--- config.mk ---
export PLATFORM = sky130hd
export DESIGN_NAME = bgnd_scroll_ctrl
export DESIGN_NICKNAME = d
export VERILOG_FILES = /design/src/rtl/bgnd_scroll_ctrl.sv
export SDC_FILE = /design/constraint.sdc
export NUM_CORES = 1
export LEC_CHECK = 0
export BUFFER_PORTS_ARGS = -buffer_cell sky130_fd_sc_hd__buf_2
export CAP_MARGIN = 20
export CORE_UTILIZATION = 50
export DETAILED_ROUTE_END_ITERATION = 8
export PLACE_DENSITY = 0.79
export SLEW_MARGIN = 20
export SYNTH_ARGS = -nofsm -noshare
export SYNTH_HDL_FRONTEND = slang
export SYNTH_SLANG_ARGS = --single-unit
export TNS_END_PERCENT = 1
--- constraint.sdc ---
create_clock -name clk -period 8.9 [get_ports clk]
set_input_delay 0.89 -clock clk [delete_from_list [all_inputs] [get_ports clk]]
set_output_delay 0.89 -clock clk [all_outputs]
set_load 0.01 [all_outputs]
--- src/rtl/bgnd_scroll_ctrl.sv ---
// rtl/bgnd_scroll_ctrl.sv - ground scroll sequencer: game state, scroll pulse, speed ramp, score
package bgnd_scroll_ctrl_pkg;
  typedef enum logic [1:0] {
    ST_UNBEGIN = 2'b00,
    ST_RUNNING = 2'b01,
    ST_DEAD    = 2'b10,
    ST_ILLEGAL = 2'b11
  } state_t;
endpackage

module bgnd_scroll_ctrl
  import bgnd_scroll_ctrl_pkg::*;
#(
  parameter int CLK_DIV_INIT = 400000,
  parameter int CLK_DIV_MIN  = 100000,
  parameter int DIV_STEP     = 20000,
  parameter int RAMP_STEPS   = 1000,
  parameter int SCORE_STEPS  = 8,
  parameter int GNDW         = 2400,
  parameter int DEAD_HOLD    = 25000000
) (
  input  logic        clk,
  input  logic        rst,
  input  logic        start_btn,
  input  logic        collide,
  output logic [1:0]  gamestate,
  output logic        scroll_step,
  output logic [12:0] ground_pos,
  output logic [3:0]  speed_level,
  output logic [13:0] score
);
  localparam int RW = (RAMP_STEPS > 1) ? $clog2(RAMP_STEPS) : 1;
  localparam int SW = (SCORE_STEPS > 1) ? $clog2(SCORE_STEPS) : 1;
  localparam int HW = $clog2(DEAD_HOLD + 1);

  localparam logic [19:0]   DIV_INIT   = 20'(CLK_DIV_INIT);
  localparam logic [19:0]   DIV_MIN    = 20'(CLK_DIV_MIN);
  localparam logic [19:0]   DIV_DEC    = 20'(DIV_STEP);
  localparam logic [20:0]   DIV_THR    = 21'(CLK_DIV_MIN + DIV_STEP);
  localparam logic [RW-1:0] RAMP_LAST  = RW'(RAMP_STEPS - 1);
  localparam logic [SW-1:0] SCORE_LAST = SW'(SCORE_STEPS - 1);
  localparam logic [HW-1:0] HOLD_MAX   = HW'(DEAD_HOLD);
  localparam logic [12:0]   GND_LAST   = 13'(GNDW - 1);
  localparam logic [13:0]   SCORE_MAX  = 14'd9999;

  state_t        state, state_nxt;
  logic          btn_q;
  logic [19:0]   div_cnt, cur_div;
  logic [RW-1:0] ramp_cnt;
  logic [SW-1:0] score_cnt;
  logic [HW-1:0] hold_cnt;

  logic start_rise, step_due;
  logic do_step, do_tick, do_hold, do_clear;

  assign start_rise = start_btn & ~btn_q;
  assign step_due   = (div_cnt == cur_div - 20'd1);
  assign gamestate  = state;

  always_ff @(posedge clk) begin
    if (rst) state <= ST_UNBEGIN;
    else     state <= state_nxt;
  end

  // Collision wins over a step that falls due on the same edge.
  always_comb begin
    state_nxt = state;
    do_step   = 1'b0;
    do_tick   = 1'b0;
    do_hold   = 1'b0;
    do_clear  = 1'b0;
    case (state)
      ST_UNBEGIN: begin
        do_clear = 1'b1;
        if (start_rise) state_nxt = ST_RUNNING;
      end
      ST_RUNNING: begin
        if (collide)       state_nxt = ST_DEAD;
        else if (step_due) do_step   = 1'b1;
        else               do_tick   = 1'b1;
      end
      ST_DEAD: begin
        if (start_rise && hold_cnt == HOLD_MAX) begin
          state_nxt = ST_RUNNING;
          do_clear  = 1'b1;
        end else begin
          do_hold = 1'b1;
        end
      end
      default: begin
        state_nxt = ST_UNBEGIN;
        do_clear  = 1'b1;
      end
    endcase
  end

  // btn_q follows the key even through reset so a held key never reads as a fresh press.
  always_ff @(posedge clk) begin
    btn_q <= start_btn;
  end

  always_ff @(posedge clk) begin
    if (rst || do_clear) begin
      scroll_step <= 1'b0;
      ground_pos  <= '0;
      speed_level <= '0;
      score       <= '0;
      div_cnt     <= '0;
      cur_div     <= DIV_INIT;
      ramp_cnt    <= '0;
      score_cnt   <= '0;
      hold_cnt    <= '0;
    end else begin
      scroll_step <= do_step;
      if (do_tick) div_cnt <= div_cnt + 20'd1;
      if (do_hold && hold_cnt != HOLD_MAX) hold_cnt <= hold_cnt + HW'(1);
      if (do_step) begin
        div_cnt    <= '0;
        ground_pos <= (ground_pos == GND_LAST) ? 13'd0 : ground_pos + 13'd1;
        if (ramp_cnt == RAMP_LAST) begin
          ramp_cnt <= '0;
          cur_div  <= ({1'b0, cur_div} >= DIV_THR) ? cur_div - DIV_DEC : DIV_MIN;
          if (speed_level != 4'hf) speed_level <= speed_level + 4'd1;
        end else begin
          ramp_cnt <= ramp_cnt + RW'(1);
        end
        if (score_cnt == SCORE_LAST) begin
          score_cnt <= '0;
          if (score < SCORE_MAX) score <= score + 14'd1;
        end else begin
          score_cnt <= score_cnt + SW'(1);
        end
      end
    end
  end
endmodule
==> flow_summary.toml, run 1 <==
[clock_network]
ctsLongestPathBuffers = 2
cts_resized = 0
clkTransAtPathRegs_ns = 0.08
cts_hold_buf = 0
htreeDepth = 3
cts_setup_buffers = 0
numCtsBuffers = 9
cts_tree = "done"
root_buffer = "clkbuf_16"
cts_sinks = 108
clk_latency_ns = 0.35

[critical_path]
end_kind = "flop"
rrSetupSlack_ns = 4.86
critPathKind = "reg -> reg"
path_max_fanout = 21
cp_top_family = "simple AND/OR/NAND/NOR gates"
slowest_delay_ns = 0.75
critPathSlowestCell = "nor3b_1"
path_buf_inv = 1
path_cells = "inv_1 > ha_1 > nor3b_1 > nand4_1 > xnor2_1 > or4_1 > or3_1 > or4_1 > a21oi_1"
critPathLaunchType = "flop"
required_ns = 9.19
critical_path_cell_count = 9
ff2ff_path_depth = 9
crit_arrival_ns = 4.33
cpMostUsedCell = "or4_1"

[yosys]
synth_edf_count = 0
ys_async_sr_fraction_pct = 0
synth_cells = 735
synth_flop_cell = "dfxtp_1"
synth_area_um2 = 5920
yosys_warnings = 0
avgSynthCellArea_um2 = 8.06
synth_seq_cells = 108
synth_nets = 750
yosysSeqAreaShare_pct = 36.5
synth_cell_types = 65

[cells_and_area]
layout-drive-gt1-share_pct = 9.72
n_antenna_cell = 0
nNetsFinal = 761
syn_to_final_growth_pct = 9.32

[global_route]
grt_max_degree = 51
grt.overflow.total = 0
grt_pass1_vias = 5282
grt_pass1_wl_um = 24200
antenna_found_initial = 0
grt_usage_pct = 23.3

[route]
wl_per_cell_um = 15.8
vias = 5678
remaining_drc_errors = 0
ant_nets = 0
via_per_inst = 6.35
first_pass_iters = 5
wirelength_um = 14100
drt_iter0_drc = 469

[hold_path]
hold_class = "reg -> reg"
hold_path_depth = 2

[power]
power_density_nw_per_um2 = 142
clockPowerShare_pct = 45.2
swShare_pct = 22.7
p_int_w = 0.000710
comb_power_share_pct = 2.1
switchingPower_w = 0.000208
vdd_drop_max_v = 0.000172
p_leak_nw = 2.09
p_seq_share_pct = 52.7

[timing]
rsz0062_at_grt = "no"
tns_ns = 0
slew_viol_final = 0
fin_crit_ns = 4.04
final-setup-viol-count = 0
hold_ws_ns = 0.461
slew_headroom_pct = 40.7
post-route-period-util_pct = 45.4
clock-skew-final_ns = 0.00817
tightest_slew_ns = 0.882
fmax_ghz = 0.247
hold_viol_final = 0

[die]
ios = 38
rows = 39
die_y_um = 111
initial_core_util_pct = 51.6
dieArea_um2 = 12300
fp.coreArea_um2 = 11500
die_x_um = 111

[status]
status = "complete, no violations"

[placement]
routabilityCongestion = 0.860
dp_hpwl_um = 9750
portBuffers = 37

[flow_run]
maxCapViolations = 0
-- worst reg2reg max path, stage by stage (launching register included) --
cell	delay, ns
dfxtp_1	0.37
inv_1	0.08
ha_1	0.26
nor3b_1	0.76
nand4_1	0.32
xnor2_1	0.21
or4_1	0.58
or3_1	0.65
or4_1	0.60
a21oi_1	0.15
-- state kept, by name, indices dropped and copies added, names as in the netlist --
| name | count |
|---|---|
| btn_q | 1 |
| cur_div | 15 |
| div_cnt | 20 |
| gamestate | 2 |
| ground_pos | 13 |
| hold_cnt | 25 |
| ramp_cnt | 10 |
| score | 14 |
| score_cnt | 3 |
| scroll_step | 1 |
| speed_level | 4 |
-- cell usage in the layout, fill, tap and decap left out, drive strengths merged, types with 6 or more instances in the layout --
cell type	n
dfxtp	108
a21oi	65
nand2	64
nor2	57
buf	42
or4	35
nand3	34
or3	32
o31ai	29
nand4	27
o21ai	27
xor2	23
xnor2	20
nor3	20
and3	18
inv	16
nor4	13
nand2b	11
ha	11
clkbuf	9
o211ai	8
a21o	6
-- routing by layer --
metal | vias to the layer above | GRT usage [%] | share of wire [%]
met5 | - | 0 | 0
met4 | 0 | 7.56 | 1.1
met3 | 14 | 3.88 | 4.2
met2 | 138 | 40.3 | 49
met1 | 2750 | 29.5 | 46
li1 | 2776 | - | -
-- power groups by stage --
stage,Clock (W),Sequential [W],Combinational (W)
after floorplan,0,0.000496,0.0000124
after global placement,0,0.000495,0.0000185
after detailed placement,0,0.000496,0.0000191
after CTS,0.000419,0.000484,0.0000190
after global routing,0.000437,0.000484,0.0000209
final,0.000415,0.000484,0.0000191
-- synth_stat cells, drive strengths merged (2+ instances only) --
cell type | count | area share, %
dfxtp | 108 | 37
a21oi | 65 | 5.5
nand2 | 64 | 4.1
nor2 | 57 | 3.7
or4 | 35 | 4.4
nand3 | 34 | 2.9
clkbuf | 33 | 2.1
or3 | 32 | 3.4
o31ai | 29 | 3.8
nand4 | 27 | 2.9
o21ai | 27 | 2.3
xor2 | 23 | 3.4
nor3 | 20 | 1.8
xnor2 | 20 | 3.0
and3 | 18 | 1.9
inv | 14 | 0.89
nor4 | 13 | 1.4
ha | 11 | 2.3
nand2b | 11 | 1.2
buf | 9 | 0.82
o211ai | 8 | 1.0
a21o | 6 | 0.76
a211oi | 5 | 0.63
or4b | 5 | 0.91
a31oi | 4 | 0.42
nor3b | 4 | 0.51
a21boi | 3 | 0.38
a31o | 3 | 0.44
and2 | 3 | 0.32
mux2i | 3 | 0.51
nor2b | 3 | 0.32
o21a | 3 | 0.38
o31a | 3 | 0.44
a211o | 2 | 0.30
a32o | 2 | 0.34
a41o | 2 | 0.34
a41oi | 2 | 0.30
and4 | 2 | 0.30
nand3b | 2 | 0.25
nor4b | 2 | 0.40
o21bai | 2 | 0.25
o32ai | 2 | 0.30
o41ai | 2 | 0.30
-- final cells by class --
cell class / count / area [µm²]
timing repair buffer: 42 / 223
multi-input combinational: 571 / 3550
clock inverter: 7 / 82.6
fill: 1034 / 4990
inverter: 14 / 52.6
tap: 143 / 179
clock buffer: 9 / 225
sequential: 108 / 2160
-- final timing paths --
check,endpoint,startpoint
hold / removal,score_cnt[2],score_cnt[2]
hold reg to reg,score_cnt[2],score_cnt[2]
setup / recovery,score[6],cur_div[5]
setup reg to reg,score[6],cur_div[5]
-- stage by stage --
step / instances / util (%) / setup WS [ns] / instance area (µm²) / total power (W)
detailed placement: 878 / 53.7 / 4.85 / 6160 / 0.000515
floorplan: 735 / - / 5.48 / 5920 / 0.000508
finish: 894 / 56.5 / 4.86 / 6470 / 0.000918
CTS: 894 / 56.4 / 4.83 / 6470 / 0.000922
global placement: 878 / 53.7 / 5.06 / 6160 / 0.000514
global route: 894 / 56.5 / 4.58 / 6470 / 0.000942
-- cell families (layout without fill, tap and decap cells) --
logic type / after synthesis / count (layout) / share of synthesized area (%)
buf+inv: 56 / 72 / 3.82
mux: 3 / 3 / 0.507
simple gates: 338 / 338 / 31.4
xor+xnor: 43 / 43 / 6.36
compound gates: 176 / 176 / 19.0
fa+ha+maj: 11 / 11 / 2.32
flops: 108 / 108 / 36.5
Note: power is estimated with default switching activity, not from simulation.
==> run 2: changes to the inputs <==
PLACE_DENSITY = 0.81   (was 0.79)
clock period = 3.6 ns   (was 8.9 ns; I/O delays follow)
==> flow_summary.toml, run 2 (same netlist as run 1, synthesis figures left out) <==
[critical_path]
required_ns = 3.88
critPathSlowestCell = "or4b_4"
path_max_fanout = 9
crit_arrival_ns = 3.72
cp_top_family = "simple AND/OR/NAND/NOR gates"
slowest_delay_ns = 0.60
critPathLaunchType = "flop"
path_buf_inv = 1
critPathKind = "reg -> reg"
path_cells = "inv_1 > ha_2 > or3b_4 > o31ai_2 > or4b_1 > or4_1 > or4b_4 > or3_1 > a21oi_1"
end_kind = "flop"

[die]
fp.coreArea_um2 = 11500
rows = 39
dieArea_um2 = 12300
die_x_um = 111
ios = 38
initial_core_util_pct = 51.6
die_y_um = 111

[power]
swShare_pct = 22.8
clockPowerShare_pct = 43.6
vdd_drop_max_v = 0.000265
switchingPower_w = 0.000503
power_density_nw_per_um2 = 334
p_seq_share_pct = 54.2
p_leak_nw = 2.17
p_int_w = 0.00171
comb_power_share_pct = 2.2

[global_route]
grt_max_degree = 63
use_met2_pct = 40.3
antenna_found_initial = 0
grt_util_met3_pct = 4.81
gr-usage-met1_pct = 30.8
grt_pass1_wl_um = 24900
grt.overflow.total = 0
grt_usage_pct = 24.2
grt.busiest_layer = "met2"
grt_pass1_vias = 5350

[clock_network]
htreeDepth = 3
cts_sinks = 108
cts_tree = "done"
clkTransAtPathRegs_ns = 0.07
numCtsBuffers = 9
cts_hold_buf = 0
root_buffer = "clkbuf_16"
clk_latency_ns = 0.36
ctsLongestPathBuffers = 2

[timing]
tightest_slew_ns = 1.06
hold_ws_ns = 0.113
fmax_ghz = 0.291
slew_headroom_pct = 29.7
fin_crit_ns = 3.44
hold_viol_final = 0
tns_ns = 0
clock-skew-final_ns = 0.00889
slew_viol_final = 0
final-setup-viol-count = 0
post-route-period-util_pct = 95.5

[placement]
postPlaceCellArea_um2 = 6290
dp_hpwl_um = 10300
routabilityCongestion = 0.992
portBuffers = 37
dp_cells = 892

[cells_and_area]
layout.cells.most_common_list = "dfxtp_1 (107), a21oi_1 (65), nand2_1 (64)"
largest_reg_flops = 25
reg_top3 = "hold_cnt: 25 flops, div_cnt: 20 flops, cur_div: 15 flops"
regMostFlops = "hold_cnt"
layout-drive-gt1-share_pct = 12.0
nNetsFinal = 776
syn_to_final_growth_pct = 11.8
design_area_um2 = 6620
multi_input_area_um2 = 3580
seqCellArea_um2 = 2160
nFillCells = 1021
n_antenna_cell = 0
final_common_cell = "dfxtp_1"
instances_no_fill = 909

[route]
vias = 5737
wl_per_cell_um = 16.1
remaining_drc_errors = 0
wirelength_um = 14600
via_per_inst = 6.31
drt_iter0_drc = 435
first_pass_iters = 5
ant_nets = 0

[status]
status = "complete, no violations"

[hold_path]
hold_class = "in -> reg"

[flow_run]
maxCapViolations = 0
run 2: final timing paths:
kind / startpoint / end / slack [ns] / cells after the start
max: cur_div[6] / cur_div[6] / 0.16 / 9
min: start_btn / btn_q / 0.11 / 1
max reg2reg: cur_div[6] / cur_div[6] / 0.16 / 9
min reg2reg: score_cnt[1] / score_cnt[1] / 0.47 / 2
run 2: stage by stage:
| step | utilization [%] | total power (W) | worst slack (ns) |
|---|---|---|---|
| final | 57.8 | 0.00221 | 0.162 |
| after global placement | 54.9 | 0.00127 | 0.140 |
| after CTS | 57.4 | 0.00223 | 0.00971 |
| after floorplan | - | 0.00126 | 0.176 |
| after detailed placement | 54.9 | 0.00127 | 0.0158 |
| after global routing | 57.8 | 0.00228 | -0.0333 |
run 2: timing repair:
item | CTS | global route
setup buffers | 0 | 1
setup endpoints to repair | 0 | 37
gates resized for setup | 0 | 7
run 2: final cells by class:
cell class / count / area share, %
multi-input combinational: 571 / 54.1
sequential: 108 / 32.7
timing repair buffer: 57 / 5.44
clock buffer: 11 / 3.67
tap: 143 / 2.70
inverter: 14 / 0.794
clock inverter: 5 / 0.680
run 2: per-layer routing:
layer  routed length (µm)  up-vias
met4                  291        0
met3                  805       29
met5                    0        -
li1                     -     2801
met2                 7040      187
met1                 6500     2720
run 2: power groups by stage:
| stage | Sequential, W | Combinational, W | Clock (W) |
|---|---|---|---|
| floorplan | 0.00123 | 0.0000306 | 0 |
| global placement | 0.00122 | 0.0000481 | 0 |
| detailed placement | 0.00123 | 0.0000491 | 0 |
| CTS | 0.00120 | 0.0000493 | 0.000985 |
| global route | 0.00120 | 0.0000542 | 0.00103 |
| finish | 0.00120 | 0.0000494 | 0.000962 |
